### config.mk
export PLATFORM = sky130hd
export DESIGN_NAME = logic16_arbiter
export DESIGN_NICKNAME = d
export VERILOG_FILES = /design/src/rtl/logic16_arbiter.sv
export SDC_FILE = /design/constraint.sdc
export NUM_CORES = 1
export LEC_CHECK = 0
export ABC_AREA = 1
export CAP_MARGIN = 20
export CORE_MARGIN = 3
export CORE_UTILIZATION = 40
export CTS_BUF_LIST = sky130_fd_sc_hd__clkbuf_4
export DETAILED_ROUTE_END_ITERATION = 6
export GPL_TIMING_DRIVEN = 0
export PLACE_DENSITY = 0.82
export REMOVE_ABC_BUFFERS = 1
export SYNTH_ARGS = -nofsm -noshare
export SYNTH_HDL_FRONTEND = slang
export SYNTH_SLANG_ARGS = --single-unit
### constraint.sdc
create_clock -name clock -period 2.7 [get_ports clock]
set_clock_uncertainty 0.1 [all_clocks]
set_input_delay 0.675 -clock clock [delete_from_list [all_inputs] [get_ports clock]]
set_output_delay 0.675 -clock clock [all_outputs]
set_load 0.05 [all_outputs]
### src/rtl/logic16_arbiter.sv
// Four-way round-robin arbiter in front of one shared 16-bit bitwise logic unit.
// The single result slot is held until the consumer takes it.

// Gate-level bitwise unit (NOT a / AND / OR / XOR); the opcode selects one of the four gate outputs.
module logic16_gates #(
    parameter int WIDTH = 16
) (
    input  logic [WIDTH-1:0] a,
    input  logic [WIDTH-1:0] b,
    input  logic [1:0]       op,
    output logic [WIDTH-1:0] y
);

    logic [WIDTH-1:0] not_s;
    logic [WIDTH-1:0] and_s;
    logic [WIDTH-1:0] or_s;
    logic [WIDTH-1:0] xor_s;

    for (genvar i = 0; i < WIDTH; i++) begin : g_bit
        not u_not (not_s[i], a[i]);
        and u_and (and_s[i], a[i], b[i]);
        or  u_or  (or_s[i],  a[i], b[i]);
        xor u_xor (xor_s[i], a[i], b[i]);
    end

    // Opcode select of the gate outputs
    always_comb begin
        case (op)
            2'b00:   y = not_s;
            2'b01:   y = and_s;
            2'b10:   y = or_s;
            2'b11:   y = xor_s;
            default: y = '0;
        endcase
    end

endmodule

module logic16_arbiter #(
    parameter int WIDTH = 16,
    parameter int NREQ  = 4
) (
    input  logic                  clock,
    input  logic                  reset,
    input  logic [NREQ-1:0]       req_valid,
    input  logic [2*NREQ-1:0]     req_op,
    input  logic [WIDTH*NREQ-1:0] req_a,
    input  logic [WIDTH*NREQ-1:0] req_b,
    output logic [NREQ-1:0]       req_ready,
    output logic                  rsp_valid,
    output logic [1:0]            rsp_id,
    output logic [WIDTH-1:0]      rsp_data,
    input  logic                  rsp_ready
);

    typedef enum logic {
        ST_EMPTY = 1'b0,
        ST_FULL  = 1'b1
    } state_t;

    state_t           state_r;
    state_t           state_next_s;
    logic [1:0]       prio_r;
    logic [1:0]       rsp_id_r;
    logic [WIDTH-1:0] rsp_data_r;

    logic [1:0]       winner_s;
    logic             any_s;
    logic             can_accept_s;
    logic             xfer_s;
    logic [1:0]       op_sel_s;
    logic [WIDTH-1:0] a_sel_s;
    logic [WIDTH-1:0] b_sel_s;
    logic [WIDTH-1:0] result_s;

    // Round-robin scan starting at prio; the 2-bit sum wraps modulo 4
    always_comb begin
        winner_s = 2'd0;
        any_s    = 1'b0;
        for (int k = 0; k < NREQ; k++) begin
            if (!any_s && req_valid[prio_r + 2'(k)]) begin
                winner_s = prio_r + 2'(k);
                any_s    = 1'b1;
            end else begin
                any_s    = any_s;
            end
        end
    end

    assign can_accept_s = (state_r == ST_EMPTY) || rsp_ready;
    assign xfer_s       = any_s && can_accept_s && !reset;

    assign op_sel_s = req_op[32'(winner_s) * 2 +: 2];
    assign a_sel_s  = req_a[32'(winner_s) * WIDTH +: WIDTH];
    assign b_sel_s  = req_b[32'(winner_s) * WIDTH +: WIDTH];

    logic16_gates #(
        .WIDTH (WIDTH)
    ) u_gates (
        .a  (a_sel_s),
        .b  (b_sel_s),
        .op (op_sel_s),
        .y  (result_s)
    );

    // Slot state register
    always_ff @(posedge clock) begin
        if (reset) begin
            state_r <= ST_EMPTY;
        end else begin
            state_r <= state_next_s;
        end
    end

    // Slot next-state logic: a grant always fills, an accept without a grant empties
    always_comb begin
        state_next_s = state_r;
        case (state_r)
            ST_EMPTY: begin
                if (xfer_s) begin
                    state_next_s = ST_FULL;
                end else begin
                    state_next_s = ST_EMPTY;
                end
            end
            ST_FULL: begin
                if (xfer_s) begin
                    state_next_s = ST_FULL;
                end else if (rsp_ready) begin
                    state_next_s = ST_EMPTY;
                end else begin
                    state_next_s = ST_FULL;
                end
            end
            default: state_next_s = ST_EMPTY;
        endcase
    end

    // Grant output: one-hot on the winner only when the slot can take a result
    always_comb begin
        req_ready = '0;
        if (xfer_s) begin
            req_ready[winner_s] = 1'b1;
        end else begin
            req_ready = '0;
        end
    end

    // Result slot and priority pointer
    always_ff @(posedge clock) begin
        if (reset) begin
            prio_r     <= 2'd0;
            rsp_id_r   <= 2'd0;
            rsp_data_r <= '0;
        end else if (xfer_s) begin
            prio_r     <= winner_s + 2'd1;
            rsp_id_r   <= winner_s;
            rsp_data_r <= result_s;
        end else begin
            prio_r     <= prio_r;
            rsp_id_r   <= rsp_id_r;
            rsp_data_r <= rsp_data_r;
        end
    end

    assign rsp_valid = (state_r == ST_FULL);
    assign rsp_id    = rsp_id_r;
    assign rsp_data  = rsp_data_r;

endmodule

=== After elaboration in Yosys (flattened, before gate mapping) ===
Index checks and enable logic that the tools add are counted.

* Flip-flop bits (word level): 21
* Bits in latches: 0
* RAM bits: 0
* Bits in read-only memories: 0
* Input port bits: 143
* Output and inout port bits: 23
* Memories kept: 0

* $add $sub $neg: 4
* Multiply operators: 0
* Divide/modulo/power cells: 0
* $lt $le $gt $ge: 6
* Equality and inequality tests: 3
* Shift operators: 3
* Muxes and demuxes: 24
* Bitwise operators: 65
* Reduce and logical (&&, ||, !) cells: 12

{| class="wikitable"
|+ Operator list
! cell !! number
|-
| $shiftx 64x7->16 || 2
|-
| $pmux 16 s4 || 1
|-
| $not 1->1 || 17
|-
| $and 1x1->1 || 16
|-
| $or 1x1->1 || 16
|-
| $xor 1x1->1 || 16
|-
| $lt 2x3->1 const B || 5
|-
| $mux 1 || 12
|-
| $bmux 1 s2 || 4
|-
| $mux 2 || 4
|-
| $shiftx 8x4->2 || 1
|-
| $logic_and 1x1->1 || 6
|-
| $add 2x1->2 const B || 2
|-
| $add 2x2->2 const B || 2
|-
| $eq 2x2->1 const B || 2
|-
| $logic_not 1->1 || 4
|-
| $mux 4 || 1
|-
| $demux 1 s2 || 1
|-
| $eq 2x1->1 const B || 1
|-
| $ge 2x1->1 const B || 1
|-
| $logic_not 2->1 || 1
|-
| $pmux 1 s2 || 1
|-
| $logic_or 1x1->1 || 1
|}

=== Depth between registers and ports, before layout ===
Gate-level depths: netlist (run 1).

* Depth after elaboration: 17
* Depth in mapped cells: 24
* Gate-level depth less buffers: 21

=== Hierarchy ===
A second synthesis (run 1) with hierarchy kept.

* Cell total of the unflattened synthesis: 750
* Area, all modules: 4048.9 µm²

{| class="wikitable"
|+ Modules (own cells, without submodules)
! module !! times used !! cells an instance !! area an instance (µm²) !! sequential area each (µm²)
|-
| logic16_arbiter || 1 || 578 || 2972.9 || 420.4
|-
| logic16_gates || 1 || 172 || 1076.0 || 0.0
|}

=== Worst setup path after synthesis (run 1) ===
OpenSTA, ideal clock, no wires.

* Path kind: input to output
* From: input port req_valid[3]
* To: output port req_ready[3]
* Arrival: 2687 ps
* Data required time: 1925 ps
* Setup slack: -762 ps
* Stages on the path: 14
* Path buffers: 2
* Cell sequence: inv_1 > nand2_1 > nand3_1 > nand2_2 > nor2_4 > nand3_1 > nand3_1 > nand2_1 > inv_2 > buf_2 > buf_2 > ha_1 > inv_1 > nor2_1

* Longest elaborated chain between the ends: 17
* Elaborated cells on any way between the ends: 30

{| class="wikitable"
|+ RTL lines
! what !! RTL line !! source
|-
| from (decl) || 45 || <nowiki>input logic [NREQ-1:0] req_valid,</nowiki>
|-
| $bmux 1 s2 || 81 || <nowiki>if (!any_s && req_valid[prio_r + 2'(k)]) begin</nowiki>
|-
| $mux 1 (implied by the code) || 81 ||
|-
| $mux 1 || 81 ||
|-
| $logic_not 1->1 || 81 ||
|-
| $logic_and 1x1->1 || 81 ||
|-
| $mux 1 || 81 ||
|-
| $logic_not 1->1 || 81 ||
|-
| $logic_and 1x1->1 || 81 ||
|-
| [... 2 more ...] || -- ||
|-
| $logic_and 1x1->1 || 81 ||
|-
| $mux 2 * || 81 ||
|-
| via winner_s[1] || 67 || <nowiki>logic [1:0] winner_s;</nowiki>
|-
| $lt 2x3->1 (implied by the code) / $ge 2x1->1 (equally long branches) || 143 || <nowiki>req_ready[winner_s] = 1'b1;</nowiki>
|-
| $logic_and 1x1->1 (implied by the code) || 143 ||
|-
| $mux 1 (implied by the code) || 143 ||
|-
| $demux 1 s2 * || 143 ||
|-
| $mux 4 * || 142 || <nowiki>if (xfer_s) begin</nowiki>
|-
| to (decl) || 49 || <nowiki>output logic [NREQ-1:0] req_ready,</nowiki>
|}

Mark *: on every way through the listed nets, which the timed path passes. The rest lies on a longest branch. The select of a mux whose other input is x is not followed.

=== Worst setup path after layout (run 1) ===
* From: input port req_valid[2]
* To: register rsp_data_r[7] (netlist: rsp_data[7])

* Longest elaborated chain between the ends: 15
* Elaborated cells on any way between the ends: 36

{| class="wikitable"
|+ RTL lines
! what !! RTL line !! source
|-
| $bmux 1 s2 || 81 ||
|-
| $mux 1 (implied by the code) || 81 ||
|-
| $mux 1 || 81 ||
|-
| $logic_not 1->1 || 81 ||
|-
| $logic_and 1x1->1 || 81 ||
|-
| $mux 1 || 81 ||
|-
| $logic_not 1->1 || 81 ||
|-
| $logic_and 1x1->1 || 81 ||
|-
| $mux 1 || 81 ||
|-
| $logic_not 1->1 || 81 ||
|-
| $logic_and 1x1->1 || 81 ||
|-
| $mux 2 || 81 ||
|-
| $shiftx 64x7->16 (tied with other cells) || 94 || <nowiki>assign a_sel_s = req_a[32'(winner_s) * WIDTH +: WIDTH];</nowiki>
|-
| $xor 1x1->1 (tied with other cells) || 23 || <nowiki>xor u_xor (xor_s[i], a[i], b[i]);</nowiki>
|-
| $pmux 16 s4 || 28 || <nowiki>case (op)</nowiki>
|-
| to (signal assigned) || 158 || <nowiki>rsp_data_r <= result_s;</nowiki>
|-
| to (signal assigned) || 162 || <nowiki>rsp_data_r <= rsp_data_r;</nowiki>
|-
| to (decl) || 65 || <nowiki>logic [WIDTH-1:0] rsp_data_r;</nowiki>
|}

Parallel ways exist; a longest one is shown, timed or not. The select of a mux whose other input is x is not followed.
A chain may end at the register's enable or synchronous reset.

==> impl_metrics.env, run 1 <==
export IMPL_clk_latency_ps=310
export IMPL_final_nets=1090
export IMPL_yosysTopAreaCell="nand2_1"
export IMPL_met3_length_mm=1.77
export IMPL_hold_buffers=0
export IMPL_fp_dieH_um=104
export IMPL_clock_root_buffer="clkbuf_4"
export IMPL_antenna_cells=0
export IMPL_grt_max_degree=37
export IMPL_ff2ff_path_depth=20
export IMPL_crit_path_end="rsp_data[7]"
export IMPL_path_depth=21
export IMPL_cts_buffer_depth=2
export IMPL_rsz0062_at_grt="true"
export IMPL_firstDrtPassIters=5
export IMPL_crit_arrival_ps=3240
export IMPL_timing_hold_ws_ps=374
export IMPL_seq_area_frac_synth=0.109
export IMPL_die_w_um=104
export IMPL_cp_common_cell="nand3_4"
export IMPL_worst_path_buf_inv=8
export IMPL_highest_layer="met4"
export IMPL_final_util=0.757
export IMPL_drtAntennaViolNets=0
export IMPL_drc=0
export IMPL_vias_per_cell=5.43
export IMPL_slew_headroom=0.623
export IMPL_maxCapViolCount=0
export IMPL_cts_inserted_buffers=3
export IMPL_slowest_delay_ps=250
export IMPL_cp_slowest_cell="a32oi_2"
export IMPL_crit_chain="buf_2, inv_4, nand2_4, nand3_4, nand2_4, nor2_4, nand3_4, nand3_4, buf_6, buf_6, buf_12, buf_16, nand2_1, a32oi_2, inv_1, ha_1, inv_1, o21ai_1, nand3_1, nand2_1, a21oi_1"
export IMPL_hold_viol_final=0
export IMPL_wl_mm=19.0
export IMPL_initial_utilization=0.414
export IMPL_layout_common_cells="nand2_1 (207), clkdlybuf4s50_1 (156), inv_1 (148)"
export IMPL_clkTransAtPathRegs_ps=140
export IMPL_place_gp_congestion=0.821
export IMPL_synth_warnings=0
export IMPL_syn_inst=714
export IMPL_grt_pass1_vias=4923
export IMPL_rrSetupSlack_ps=-360
export IMPL_r2r_end="rsp_data[7]"
export IMPL_postLayoutCellArea_um2=7030
export IMPL_met1_length_mm=7.16
export IMPL_hold_path_class="flop to flop"
export IMPL_antenna_found_initial=0
export IMPL_core_area_um2=9280
export IMPL_setup_slack_ps=-391
export IMPL_cts_tree="yes"
export IMPL_hp_start="rsp_data[10]"
export IMPL_holdPathStages=2
export IMPL_syn_area_per_cell_um2=5.39
export IMPL_fin_crit_sh=1.14
export IMPL_wl_per_cell_um=18.3
export IMPL_cts_sinks=21
export IMPL_cp_start_kind="input pin"
export IMPL_io_buffer_count=165
export IMPL_hpwl_mm=7.79
export IMPL_r2r_start="prio_r[0]"
export IMPL_top_level_ports=166
export IMPL_startpoint="req_valid[2]"
export IMPL_via_count=5638
export IMPL_gr_usage_all_layers=0.297
export IMPL_yosys_top_cells_area="nand2_1 (26%), inv_1 (15%), nand3_1 (13%)"
export IMPL_crit_required_ps=2840
export IMPL_finalCriticalPeriod_ps=3090
export IMPL_cts_htree_levels=1
export IMPL_synth_cell_area_um2=3850
export IMPL_dpl_cell_area_um2=5440
export IMPL_cp_end_kind="flop"
export IMPL_cp_max_fo=7
export IMPL_ys_ff_latch=21
export IMPL_drive_gt1_frac=0.243
export IMPL_crit_type="input pin to flop"
export IMPL_tightestPinTransition_ps=565
export IMPL_clock_fmax_mhz=323
export IMPL_drv_slew=0
export IMPL_rows=35
export IMPL_syn2layout_area_growth_pct=82.7
export IMPL_netlist_area_leader_share=0.257
export IMPL_final_common_cell="nand2_1"
export IMPL_finalSetupViolations=20
export IMPL_die_area_um2=10800
export IMPL_wl_met2_mm=9.10
export IMPL_ys_types=23
export IMPL_cp_top_family="simple AND/OR/NAND/NOR gates"
export IMPL_status="finished, violations left"
export IMPL_failed_checks="negative setup slack"
export IMPL_drtIter0Drc=408
export IMPL_grt_pass1_wl_mm=25.9
export IMPL_fillers=689
export IMPL_grt_overflow_total=0
-- stage by stage --
step           cells  setup TNS (ps)  setup WS [ps]
6_report        1039           -5220           -391
3_3_place_gp     968          -68480          -3770
4_1_cts         1026           -1250           -213
5_1_grt         1039           -7320           -525
3_5_place_dp     970          -49730          -2970
2_1_floorplan    674          -30330          -1950
-- state kept, by name (all words and copies together) (netlist names) --
signal     cells
rsp_valid      1
rsp_id         2
rsp_data      16
prio_r         2
-- cell families after synthesis --
family                   Yosys count  synth area share
AO/OA/AOI/OAI                     54            0.0898
adder cells (fa/ha/maj)           36             0.117
buffers and inverters            206             0.233
flip-flops                        21             0.109
AND/OR/NAND/NOR                  397             0.450
-- tightest hold or removal path, cell delays in order (launching register included) --
cell and delay, ps:
dfxtp_1 330, nand2_1 60, a21oi_1 50
-- synth_stat cells (all sizes together) --
library cell  instances
nand3b                8
ha                   36
a32oi                16
buf                  36
dfxtp                21
inv                 165
a21oi                20
nor2                  8
nand3               104
clkbuf                4
nand4                 8
nand2               269
o21ai                18
clkinv                1
-- cell type report --
cell class                      count  area (um2)  share of cell area
Clock inverter                      1        5.00            0.000712
Sequential cell                    21         428              0.0609
Timing Repair inverter              3        41.3             0.00587
Multi-Input combinational cell    496        3310               0.472
Tap cell                          129         161              0.0230
Timing Repair Buffer              220        2380               0.339
Inverter                          166         674              0.0959
Clock buffer                        3        22.5             0.00320
-- timing repair --
item	4_1_cts	5_1_grt
gates cloned	15	3
setup endpoints to repair	23	22
gates resized for setup	172	98
setup buffers	37	11
hold endpoints to repair	0	0
pin swaps	44	42
-- per-layer routing --
metal  track usage  vias up
li1              -     2600
met1         0.369     2616
met2         0.506      338
met3        0.0615       84
met4         0.107        0
met5             0        -
-- worst min-delay path by stage --
stage | slack, ps | to
6_report | 370 | rsp_data[10]
5_1_grt | 390 | rsp_data[10]
4_1_cts | 370 | rsp_data[7]
3_5_place_dp | 360 | rsp_data[10]
3_3_place_gp | 350 | rsp_data[11]
2_1_floorplan | 410 | prio_r[1]
Power of run 1 is left out: the tool's default activity adds up to more than one toggle a clock period on the data nets, which glitch-free logic cannot reach.
==> run 2, diff against run 1 <==
--- a/config.mk
+++ b/config.mk
@@ -8,11 +8,11 @@
 export ABC_AREA = 1
 export CAP_MARGIN = 20
 export CORE_MARGIN = 3
-export CORE_UTILIZATION = 40
+export CORE_UTILIZATION = 36
 export CTS_BUF_LIST = sky130_fd_sc_hd__clkbuf_4
 export DETAILED_ROUTE_END_ITERATION = 6
 export GPL_TIMING_DRIVEN = 0
-export PLACE_DENSITY = 0.82
+export PLACE_DENSITY = 0.76
 export REMOVE_ABC_BUFFERS = 1
 export SYNTH_ARGS = -nofsm -noshare
 export SYNTH_HDL_FRONTEND = slang
==> run 2 against run 1 <==
Cell area fell by 6.1%. Largest cell class unchanged. Utilization fell by 12 points. The flow still finishes with violations (negative setup slack). Wire length fell by 12%. Critical path type is now input pin to primary output.
==> impl_metrics.env, run 2 (synthesized netlist as in run 1, its figures left out) <==
export IMPL_drc=0
export IMPL_clock_fmax_mhz=332
export IMPL_cts_htree_levels=1
export IMPL_holdPathStages=2
export IMPL_drtIter0Drc=379
export IMPL_layout_common_cells="nand2_1 (228), clkdlybuf4s50_1 (156), inv_1 (150)"
export IMPL_finalSetupViolations=20
export IMPL_fp_dieH_um=109
export IMPL_drive_gt1_frac=0.192
export IMPL_drtAntennaViolNets=0
export IMPL_clock_root_buffer="clkbuf_4"
export IMPL_firstDrtPassIters=7
export IMPL_hpwl_mm=7.76
export IMPL_hold_path_class="flop to flop"
export IMPL_maxCapViolCount=0
export IMPL_clk_latency_ps=320
export IMPL_core_area_um2=10400
export IMPL_cp_max_fo=4
export IMPL_final_nets=1080
export IMPL_tightestPinTransition_ps=594
export IMPL_slew_headroom=0.604
export IMPL_die_w_um=109
export IMPL_cts_sinks=21
export IMPL_grt_max_degree=37
export IMPL_via_count=5257
export IMPL_rsz0062_at_grt="true"
export IMPL_crit_required_ps=1920
export IMPL_die_area_um2=12000
export IMPL_hold_viol_final=0
export IMPL_cts_buffer_depth=2
export IMPL_setup_slack_ps=-316
export IMPL_grt_pass1_wl_mm=24.4
export IMPL_fin_crit_sh=1.12
export IMPL_grt_pass1_vias=4726
export IMPL_wl_mm=16.8
export IMPL_hold_buffers=0
export IMPL_status="finished, violations left"
export IMPL_largest_reg_flops=16
export IMPL_rows=37
export IMPL_place_ws_ps=-3120
export IMPL_clkTransAtPathRegs_ps=140
export IMPL_cts_tree="yes"
export IMPL_cp_end_kind="primary output"
export IMPL_final_common_cell="nand2_1"
export IMPL_vias_per_cell=5.07
export IMPL_drv_slew=0
export IMPL_place_gp_congestion=0.790
export IMPL_io_buffer_count=165
export IMPL_cts_inserted_buffers=3
export IMPL_syn2layout_area_growth_pct=71.6
export IMPL_ff2ff_path_depth=23
export IMPL_gr_usage_all_layers=0.263
export IMPL_failed_checks="negative setup slack"
export IMPL_crit_arrival_ps=2240
export IMPL_top_level_ports=166
export IMPL_initial_utilization=0.371
export IMPL_grt_overflow_total=0
export IMPL_crit_type="input pin to primary output"
export IMPL_wl_per_cell_um=16.2
export IMPL_finalCriticalPeriod_ps=3020
export IMPL_cp_start_kind="input pin"
export IMPL_antenna_cells=0
export IMPL_antenna_found_initial=0
==> run 2: cell types whose count changed in the layout (fill, tap and decap cells not counted), sizes merged <==
cell      delta
buf          -7
clkinv       -1
clkinvlp     -1
inv          +1
nand3        +2
nand2        -4
==> run 2: stage by stage <==
step	cell area [um2]	utilization	TNS, ps	hold WS (ps)	instances
finish	6600	0.637	-3430	372	1036
CTS	6390	0.616	-1500	375	1029
floorplan	3570	-	-30330	407	674
detailed placement	5440	0.525	-52950	355	977
global placement	5390	0.520	-69100	350	975
global route	6600	0.637	-6060	394	1036
==> run 2: final cells by class <==
cell class	instances	area, um2
timing repair buffer	212	2180
tap	136	170
timing repair inverter	3	52.6
clock buffer	4	30.0
fill	946	3770
sequential	21	428
inverter	166	664
multi-input combinational	494	3070
==> run 2: path summary, 6_finish.rpt <==
path,slack [ps],end,from
min reg2reg,370,rsp_data[12],rsp_data[12]
max reg2reg,-260,rsp_data[1],prio_r[0]
min,370,rsp_data[12],rsp_data[12]
max,-320,req_ready[1],req_valid[2]
==> run 2: metal layers <==
layer  vias up  track usage  part of all wire
met5         -            0                 0
met4         0       0.0935             0.038
met3        61       0.0640             0.092
met2       271        0.450              0.48
met1      2362        0.319              0.39
li1       2563            -                 -
==> run 2: what timing repair did <==
item | in CTS | in global routing
gates resized for setup | 164 | 38
endpoints found under the setup margin | 23 | 20
buffers inserted | 35 | 8
gates cloned | 13 | 0
pin swaps | 42 | 20
==> run 2: worst max-delay path: stages <==
cell	delay (ps)
buf_2	120
inv_2	80
nand2_2	90
nand3_4	110
nand2_4	70
nor2_4	190
buf_6	140
nand3_4	90
nand2_8	150
buf_6	130
ha_4	120
inv_2	30
nor2_2	80
buf_6	170
Power of run 2 is left out for the same reason.
==> run 3, diff against run 2 <==
--- a/config.mk
+++ b/config.mk
@@ -10,10 +10,11 @@
 export CORE_MARGIN = 3
 export CORE_UTILIZATION = 36
 export CTS_BUF_LIST = sky130_fd_sc_hd__clkbuf_4
+export CTS_CLUSTER_DIAMETER = 80
 export DETAILED_ROUTE_END_ITERATION = 6
 export GPL_TIMING_DRIVEN = 0
 export PLACE_DENSITY = 0.76
-export REMOVE_ABC_BUFFERS = 1
+export SLEW_MARGIN = 20
 export SYNTH_ARGS = -nofsm -noshare
 export SYNTH_HDL_FRONTEND = slang
 export SYNTH_SLANG_ARGS = --single-unit
==> run 3 against run 2 <==
The flow still finishes with violations (negative setup slack). Non-clock buffer count up 27. Count of clock-buffer cells in the layout down 1. Wire length down 14%. Fmax down 1.5%. Worst hold slack worse by 3.3 ps. Setup slack worse by 47 ps. Cell area up 1.7%. Sequential share of layout area down 0.11 points. Register-to-register slack worse by 90 ps. Critical path depth up 3. Global-route usage down 3.0 points. Sequential cell count unchanged.
==> impl_metrics.env, run 3 (synthesized netlist as in run 1, its figures left out) <==
export IMPL_core_area_um2=10400
export IMPL_slowest_delay_ps=440
export IMPL_cp_end_kind="primary output"
export IMPL_crit_required_ps=1920
export IMPL_wl_met2_mm=7.10
export IMPL_layout_common_cells="nand2_1 (223), clkdlybuf4s50_1 (156), inv_1 (147)"
export IMPL_tightestPinTransition_ps=556
export IMPL_slew_headroom=0.629
export IMPL_io_buffer_count=164
export IMPL_clock_root_buffer="clkbuf_4"
export IMPL_grt_pass1_wl_mm=22.4
export IMPL_drtIter0Drc=268
export IMPL_timing_hold_ws_ps=368
export IMPL_hold_buffers=0
export IMPL_place_gp_congestion=0.882
export IMPL_drv_slew=0
export IMPL_cp_start_kind="flop"
export IMPL_crit_chain="inv_8, nand2_1, nand2_2, nand2_2, nand2_4, nor2_4, buf_6, nand3_4, nand3_4, buf_6, inv_4, buf_8, buf_12, ha_4, inv_2, nor2_4, buf_6"
export IMPL_finalSetupViolations=20
export IMPL_cp_common_cell="buf_6"
export IMPL_failed_checks="negative setup slack"
export IMPL_wl_mm=14.4
export IMPL_fillers=939
export IMPL_die_area_um2=12000
export IMPL_wl_per_cell_um=13.6
export IMPL_status="finished, violations left"
export IMPL_final_cell_count_no_fill=1053
export IMPL_rows=37
export IMPL_vias_per_cell=4.75
export IMPL_syn2layout_area_growth_pct=74.5
export IMPL_crit_type="flop to primary output"
export IMPL_die_w_um=109
export IMPL_drive_gt1_frac=0.224
export IMPL_finalCriticalPeriod_ps=3060
export IMPL_grt_overflow_total=0
export IMPL_highest_layer="met4"
export IMPL_cts_inserted_buffers=3
export IMPL_setup_slack_ps=-363
export IMPL_clk_latency_ps=300
export IMPL_crit_arrival_ps=2290
export IMPL_clock_fmax_mhz=327
export IMPL_top_level_ports=166
export IMPL_fp_dieH_um=109
export IMPL_final_nets=1097
export IMPL_fin_crit_sh=1.13
export IMPL_hold_viol_final=0
export IMPL_largest_reg_flops=16
export IMPL_antenna_cells=0
export IMPL_cp_slowest_cell="dfxtp_4"
export IMPL_via_count=5007
export IMPL_initial_utilization=0.371
export IMPL_synth_fp_nets=893
export IMPL_register_area_um2=428
export IMPL_clkTransAtPathRegs_ps=120
export IMPL_cts_tree="yes"
export IMPL_rsz0062_at_grt="true"
export IMPL_maxCapViolCount=0
export IMPL_cts_htree_levels=1
export IMPL_dp_cells=1014
export IMPL_met3_length_mm=1.10
export IMPL_final_common_cell="nand2_1"
export IMPL_met1_length_mm=6.08
export IMPL_grt_max_degree=13
export IMPL_place_ws_ps=-1630
export IMPL_antenna_found_initial=0
export IMPL_hpwl_mm=10.7
export IMPL_multiInputGateArea_um2=2990
export IMPL_firstDrtPassIters=5
export IMPL_gr_usage_all_layers=0.232
export IMPL_cp_max_fo=9
export IMPL_cts_buffer_depth=2
export IMPL_cts_sinks=21
export IMPL_drc=0
export IMPL_grt_pass1_vias=4649
export IMPL_hold_path_class="flop to flop"
export IMPL_drtAntennaViolNets=0
-- run 3: worst paths after layout --
kind | depth (start not counted) | endpoint | slack [ps] | startpoint
worst min-delay path | 2 | rsp_data[6] | 370 | rsp_data[6]
worst max-delay path | 17 | req_ready[3] | -360 | prio_r[0]
worst max register to register | 23 | rsp_data[11] | -350 | prio_r[0]
worst min register to register | 2 | rsp_data[6] | 370 | rsp_data[6]
-- run 3: through the flow --
stage / util / TNS, ps / instance area, um2
final: 0.647 / -5120 / 6710
after global routing: 0.647 / -8380 / 6710
after CTS: 0.627 / -4410 / 6500
after detailed placement: 0.569 / -25190 / 5900
after global placement: 0.569 / -24860 / 5900
after floorplan: - / -771 / 4090
-- run 3: per-layer routing --
metal | GRT usage | vias to the layer above
met5 | 0 | -
met4 | 0.0445 | 0
met3 | 0.0423 | 6
met2 | 0.409 | 178
met1 | 0.297 | 2227
li1 | - | 2596
-- run 3: critical path, delay by kind of cell (launching register included) --
family                     cells  cell delay [ps]
buffers and inverters          8              770
and+or+nand+nor                8              600
DFF                            1              440
adders and majority gates      1              150
-- run 3: repair_timing --
item / CTS / global route
setup endpoints to repair: 23 / 20
buffers inserted: 23 / 9
gates cloned: 3 / 1
gates resized for setup: 126 / 42
pin swaps: 24 / 27
-- run 3: layout make-up --
| cell class | count | area share |
|---|---|---|
| Sequential cell | 21 | 0.0637 |
| Timing Repair Buffer | 199 | 0.300 |
| Tap cell | 136 | 0.0253 |
| Inverter | 166 | 0.100 |
| Clock inverter | 1 | 0.000745 |
| Buffer | 40 | 0.0622 |
| Multi-Input combinational cell | 487 | 0.445 |
| Clock buffer | 3 | 0.00335 |
Power of run 3 is left out for the same reason.
